### config.mk
export PLATFORM = sky130hd
export DESIGN_NAME = keypad_scan
export DESIGN_NICKNAME = d
export VERILOG_FILES = /design/src/rtl/keypad_scan.sv
export SDC_FILE = /design/constraint.sdc
export NUM_CORES = 1
export LEC_CHECK = 0
export ABC_AREA = 1
export CORE_MARGIN = 2
export CORE_UTILIZATION = 40
export CTS_CLUSTER_SIZE = 8
export DETAILED_ROUTE_END_ITERATION = 8
export HOLD_SLACK_MARGIN = 0.03
export PLACE_DENSITY = 0.6
export SYNTH_ARGS = -nofsm -noshare
export SYNTH_HDL_FRONTEND = slang
export SYNTH_SLANG_ARGS = --single-unit
### constraint.sdc
create_clock -name clk100MHz -period 4.3 [get_ports clk100MHz]
set_clock_uncertainty 0.2 [all_clocks]
set_input_delay 0.86 -clock clk100MHz [delete_from_list [all_inputs] [get_ports clk100MHz]]
set_output_delay 0.86 -clock clk100MHz [all_outputs]
set_load 0.05 [all_outputs]
### src/rtl/keypad_scan.sv
// 4x4 active-low keypad scanner: one column low per SCAN_DIV cycles, whole-scan debounce,
// one-cycle key_valid strobe plus key_down level; outputs update the cycle after each scan ends.
module keypad_scan #(
  parameter int SCAN_DIV       = 100000,
  parameter int DEBOUNCE_SCANS = 4
) (
  input  logic       clk100MHz,
  input  logic       reset_n,
  input  logic [3:0] ROW,
  output logic [3:0] COL,
  output logic [3:0] key_code,
  output logic       key_valid,
  output logic       key_down
);

  localparam int CW = $clog2(SCAN_DIV);
  localparam int DW = $clog2(DEBOUNCE_SCANS + 1);
  localparam logic [CW-1:0] CNT_MAX = CW'(SCAN_DIV - 1);
  localparam logic [DW-1:0] DEB_MAX = DW'(DEBOUNCE_SCANS);

  typedef enum logic [1:0] {IDLE, PRESS, HELD, RELEASE} state_t;

  logic [3:0]    row_s1, row_s2;
  logic [CW-1:0] col_cnt;
  logic [1:0]    col_idx;
  logic [3:0]    samp [3];
  state_t        state;
  logic [DW-1:0] deb;
  logic [3:0]    cand;

  logic          scan_done;
  logic [3:0]    scan_rows [4];
  logic          any_hit, multi_hit;
  logic [3:0]    hit_code;
  logic          res_none, res_key;
  logic [DW-1:0] deb_inc;
  logic          deb_done;

  function automatic logic [3:0] key_map(input logic [1:0] r, input logic [1:0] c);
    case ({r, c})
      4'h0: key_map = 4'h1;  4'h1: key_map = 4'h2;  4'h2: key_map = 4'h3;  4'h3: key_map = 4'hA;
      4'h4: key_map = 4'h4;  4'h5: key_map = 4'h5;  4'h6: key_map = 4'h6;  4'h7: key_map = 4'hB;
      4'h8: key_map = 4'h7;  4'h9: key_map = 4'h8;  4'hA: key_map = 4'h9;  4'hB: key_map = 4'hC;
      4'hC: key_map = 4'h0;  4'hD: key_map = 4'hF;  4'hE: key_map = 4'hE;  default: key_map = 4'hD;
    endcase
  endfunction

  assign COL       = ~(4'b0001 << col_idx);
  assign scan_done = (col_cnt == CNT_MAX) && (col_idx == 2'd3);

  // Column 3 is classified straight from the synchronizer on the edge it would be stored.
  always_comb begin
    scan_rows[0] = samp[0];
    scan_rows[1] = samp[1];
    scan_rows[2] = samp[2];
    scan_rows[3] = row_s2;
    any_hit   = 1'b0;
    multi_hit = 1'b0;
    hit_code  = 4'h0;
    for (int c = 0; c < 4; c++) begin
      for (int r = 0; r < 4; r++) begin
        if (!scan_rows[c][r]) begin
          if (any_hit) multi_hit = 1'b1;
          any_hit  = 1'b1;
          hit_code = key_map(2'(r), 2'(c));
        end
      end
    end
    res_none = !any_hit;
    res_key  = any_hit && !multi_hit;
  end

  assign deb_inc  = (deb >= DEB_MAX) ? DEB_MAX : deb + DW'(1);
  assign deb_done = (deb_inc == DEB_MAX);

  always_ff @(posedge clk100MHz) begin
    if (!reset_n) begin
      row_s1    <= 4'hF;
      row_s2    <= 4'hF;
      col_cnt   <= '0;
      col_idx   <= 2'd0;
      samp[0]   <= 4'hF;
      samp[1]   <= 4'hF;
      samp[2]   <= 4'hF;
      state     <= IDLE;
      deb       <= '0;
      cand      <= 4'h0;
      key_code  <= 4'h0;
      key_valid <= 1'b0;
      key_down  <= 1'b0;
    end else begin
      row_s1    <= ROW;
      row_s2    <= row_s1;
      key_valid <= 1'b0;

      if (col_cnt == CNT_MAX) begin
        col_cnt <= '0;
        col_idx <= col_idx + 2'd1;
        case (col_idx)
          2'd0:    samp[0] <= row_s2;
          2'd1:    samp[1] <= row_s2;
          2'd2:    samp[2] <= row_s2;
          default: ;
        endcase
      end else begin
        col_cnt <= col_cnt + CW'(1);
      end

      if (scan_done) begin
        case (state)
          IDLE: begin
            if (res_key) begin
              cand <= hit_code;
              deb  <= DW'(1);
              if (DEBOUNCE_SCANS == 1) begin
                key_code  <= hit_code;
                key_valid <= 1'b1;
                key_down  <= 1'b1;
                state     <= HELD;
              end else begin
                state <= PRESS;
              end
            end
          end
          PRESS: begin
            if (res_key && hit_code == cand) begin
              deb <= deb_inc;
              if (deb_done) begin
                key_code  <= cand;
                key_valid <= 1'b1;
                key_down  <= 1'b1;
                state     <= HELD;
              end
            end else begin
              state <= IDLE;
            end
          end
          HELD: begin
            // Rollover (MULTI) keeps the current key held.
            if (res_none || (res_key && hit_code != key_code)) begin
              deb <= DW'(1);
              if (DEBOUNCE_SCANS == 1) begin
                key_down <= 1'b0;
                state    <= IDLE;
              end else begin
                state <= RELEASE;
              end
            end
          end
          default: begin
            if (res_none || (res_key && hit_code != key_code)) begin
              deb <= deb_inc;
              if (deb_done) begin
                key_down <= 1'b0;
                state    <= IDLE;
              end
            end else begin
              state <= HELD;
            end
          end
        endcase
      end
    end
  end

endmodule

==> qor.yml <==
outcome:
  outcome: "finished, final reports clean"
yosys:
  synth_most_common_cell: "nand2_1"
  ys_ff_latch: 54
  yosys.area.top_type_share_pct: 29.7
  synth_xor_area_share_pct: 2.48
  yosysSeqAreaShare_pct: 42.5
  synth_area_um2: 2830
  synth_top_flop_cell: "dfxtp_1"
  syn_area_per_cell_um2: 7.44
  synth-edff-count: 12
  synth_top_family_by_area: "simple AND/OR/NAND/NOR gates"
  yosys.area_share.adder_pct: 4.87
  synth_compound_area_share_pct: 10.9
  syn_nets: 397
  synthCells: 380
  synth-warning-count: 0
  yosysUniqueCellTypes: 38
  synth-async-reset-ratio_pct: 0
  yosys.area_share.simple_pct: 31.3
  synth_largest_area_cell: "dfxtp_1"
  synthTopCellsByArea: "dfxtp_1 30%, edfxtp_1 13%, nand2_1 12%, inv_1 7.2%, nor2_1 4.9%"
  ys_top_cells_by_count: "90 x nand2_1, 54 x inv_1, 42 x dfxtp_1"
  synthMuxAreaShare_pct: 0
placed_design:
  port_buffers: 15
  hpwl_um: 4240
  gp_congestion: 0.844
  dp.cells: 489
  placed_cell_area_um2: 3090
job:
  maxCapViolations: 0
floorplanning:
  die_area_um2: 7760
  start_util_pct: 41.4
  num_io_pins: 16
  die_h_um: 88.1
  num_rows: 30
  die_x_um: 88.1
  core_area_um2: 6830
sta:
  tightest_slew_ns: 0.709
  drv_slew: 0
  holdWs_ns: 0.212
  fin_tns_setup_ns: 0
  finalCriticalPeriod_ns: 2.94
  setup_viol: 0
  fin_crit_sh_pct: 68.4
  clock.fmax_mhz: 340
  rsz0062_at_grt: "false"
  maxSlewHeadroom_pct: 52.2
  hold_viol_final: 0
global_route:
  gr-total-overflow: 0
  antenna_found_initial: 0
  grt_pass1_vias: 2179
  grt_usage_pct: 15.2
  grt_max_degree: 17
  grt_pass1_wl_um: 9380
route:
  routedWlPerCell_um: 10.7
  drt_wl_total_um: 5340
  ant_nets: 0
  drt_iter0_drc: 66
  drc: 0
  dr.pass1.iters: 4
  vias: 2328
  viasPerCell: 4.68
clock_network:
  root_buffer: "clkbuf_8"
  ctsResizeCount: 0
  cts_hold_buf: 0
  cts_setup_buffers: 0
  clock_latency_ns: 0.30
  cts_buffers: 5
  cts.sinks: 54
  cts_buffer_depth: 2
  ctsHtreeMaxLevel: 2
  clkTransAtPathRegs_ns: 0.09
  cts_tree: "done"
critical_path:
  critPathMaxStageDelay_ns: 0.81
  start_kind: "flop"
  critPathRequiredTime_ns: 3.24
  crit_type: "flop to primary output"
  path_cells: "inv_1 > ha_1 > inv_1 > clkdlybuf4s50_1"
  worst_path_max_delay_cell: "clkdlybuf4s50_1"
  arrival_ns: 1.88
  worstPathMaxFanout: 5
  path_common_cell: "inv_1"
  critPathCaptureType: "primary output"
final_layout:
  stdcell_area_um2: 3170
  layout.nets: 417
  syn_to_final_growth_pct: 12.2
  instances_no_fill: 497
  n_antenna_cell: 0
  drive_above_1_share_pct: 8.48
  n_fill_cell: 716
power_and_ir_drop:
  p_total_mw: 0.850
  p_per_area_nw_per_um2: 268
  ir_drop_mv: 0.161
  p_leak_nw: 1.34
hold_path:
  hold_class: "flop to flop"
-- logic make-up (layout without fill, tap and decap cells) --
logic type	count (synthesis)	count (layout)
AND/OR/NAND/NOR	192	192
adder cells (fa/ha/maj)	11	11
XOR/XNOR	8	8
flip-flops	54	54
buffers and inverters	60	81
AO/OA/AOI/OAI	55	55
-- registers in the layout (all words and copies together) (netlist names) --
name / count
row_s1: 4
state: 2
row_s2: 4
samp: 12
key_down: 1
col_cnt: 17
cand: 4
col_idx: 2
key_valid: 1
key_code: 4
deb: 3
-- where the power goes --
group / internal (mW) / leakage [nW] / switching, mW / total [mW]
Sequential: 0.522 / 0.422 / 0.00307 / 0.526
Clock: 0.116 / 0.0395 / 0.149 / 0.265
Combinational: 0.0228 / 0.878 / 0.0366 / 0.0594
-- through the flow --
stage / util (%) / setup WS [ns]
after floorplan: - / 2.09
after global placement: 45.3 / 1.38
after detailed placement: 45.3 / 1.32
after CTS: 46.5 / 1.32
after global routing: 46.5 / 1.21
final: 46.5 / 1.36
-- critical path, delay by kind of cell, from the launching register on --
family | cells | cell delay (ns)
buffers and inverters | 3 | 1.00
flip-flops | 1 | 0.40
adder cells (fa/ha/maj) | 1 | 0.19
-- cells in the final DEF (no fill, tap or decap), types with 3 or more instances in the layout --
| cell | netlist | routed |
|---|---|---|
| nor2_1 | 37 | 37 |
| o21ai_0 | 18 | 18 |
| nor2_2 | 4 | 4 |
| clkbuf_1 | 2 | 3 |
| a31oi_1 | 3 | 3 |
| dfxtp_1 | 42 | 42 |
| nand2_2 | 5 | 5 |
| clkbuf_8 | 0 | 5 |
| nand4_1 | 8 | 8 |
| edfxtp_1 | 12 | 12 |
| inv_1 | 54 | 54 |
| clkdlybuf4s50_1 | 0 | 15 |
| xor2_1 | 6 | 6 |
| or2_2 | 10 | 10 |
| nand3_1 | 20 | 20 |
| nor3_1 | 6 | 6 |
| ha_1 | 11 | 11 |
| a21oi_1 | 22 | 22 |
| o21ai_1 | 4 | 4 |
| nand2_1 | 90 | 90 |
-- per-layer routing --
metal  up-vias  global-route usage (%)  part of all wire (%)
met5         -                       0                     0
met4         0                    3.31                  0.66
met3         4                    3.11                   2.1
met2        17                    26.0                    47
met1      1044                    19.9                    50
li1       1263                       -                     -
-- area by class of cell --
class / instances / area (um2) / share of cell area, %
repair buffers: 16 / 158 / 4.97
well taps: 96 / 120 / 3.78
multi-input cells: 266 / 1400 / 44.1
clock buffers: 8 / 80.1 / 2.52
inverters: 57 / 214 / 6.74
flip-flops and latches: 54 / 1200 / 37.8
-- path summary, 6_finish.rpt --
check | endpoint | slack [ns] | cells after the start | from
max | COL[2] | 1.36 | 4 | col_idx[0]
min reg2reg | row_s2[3] | 0.21 | 1 | row_s1[3]
max reg2reg | samp[0][1] | 1.79 | 8 | col_cnt[0]
min | row_s2[3] | 0.21 | 1 | row_s1[3]
Note: power is estimated with default switching activity, not from simulation.
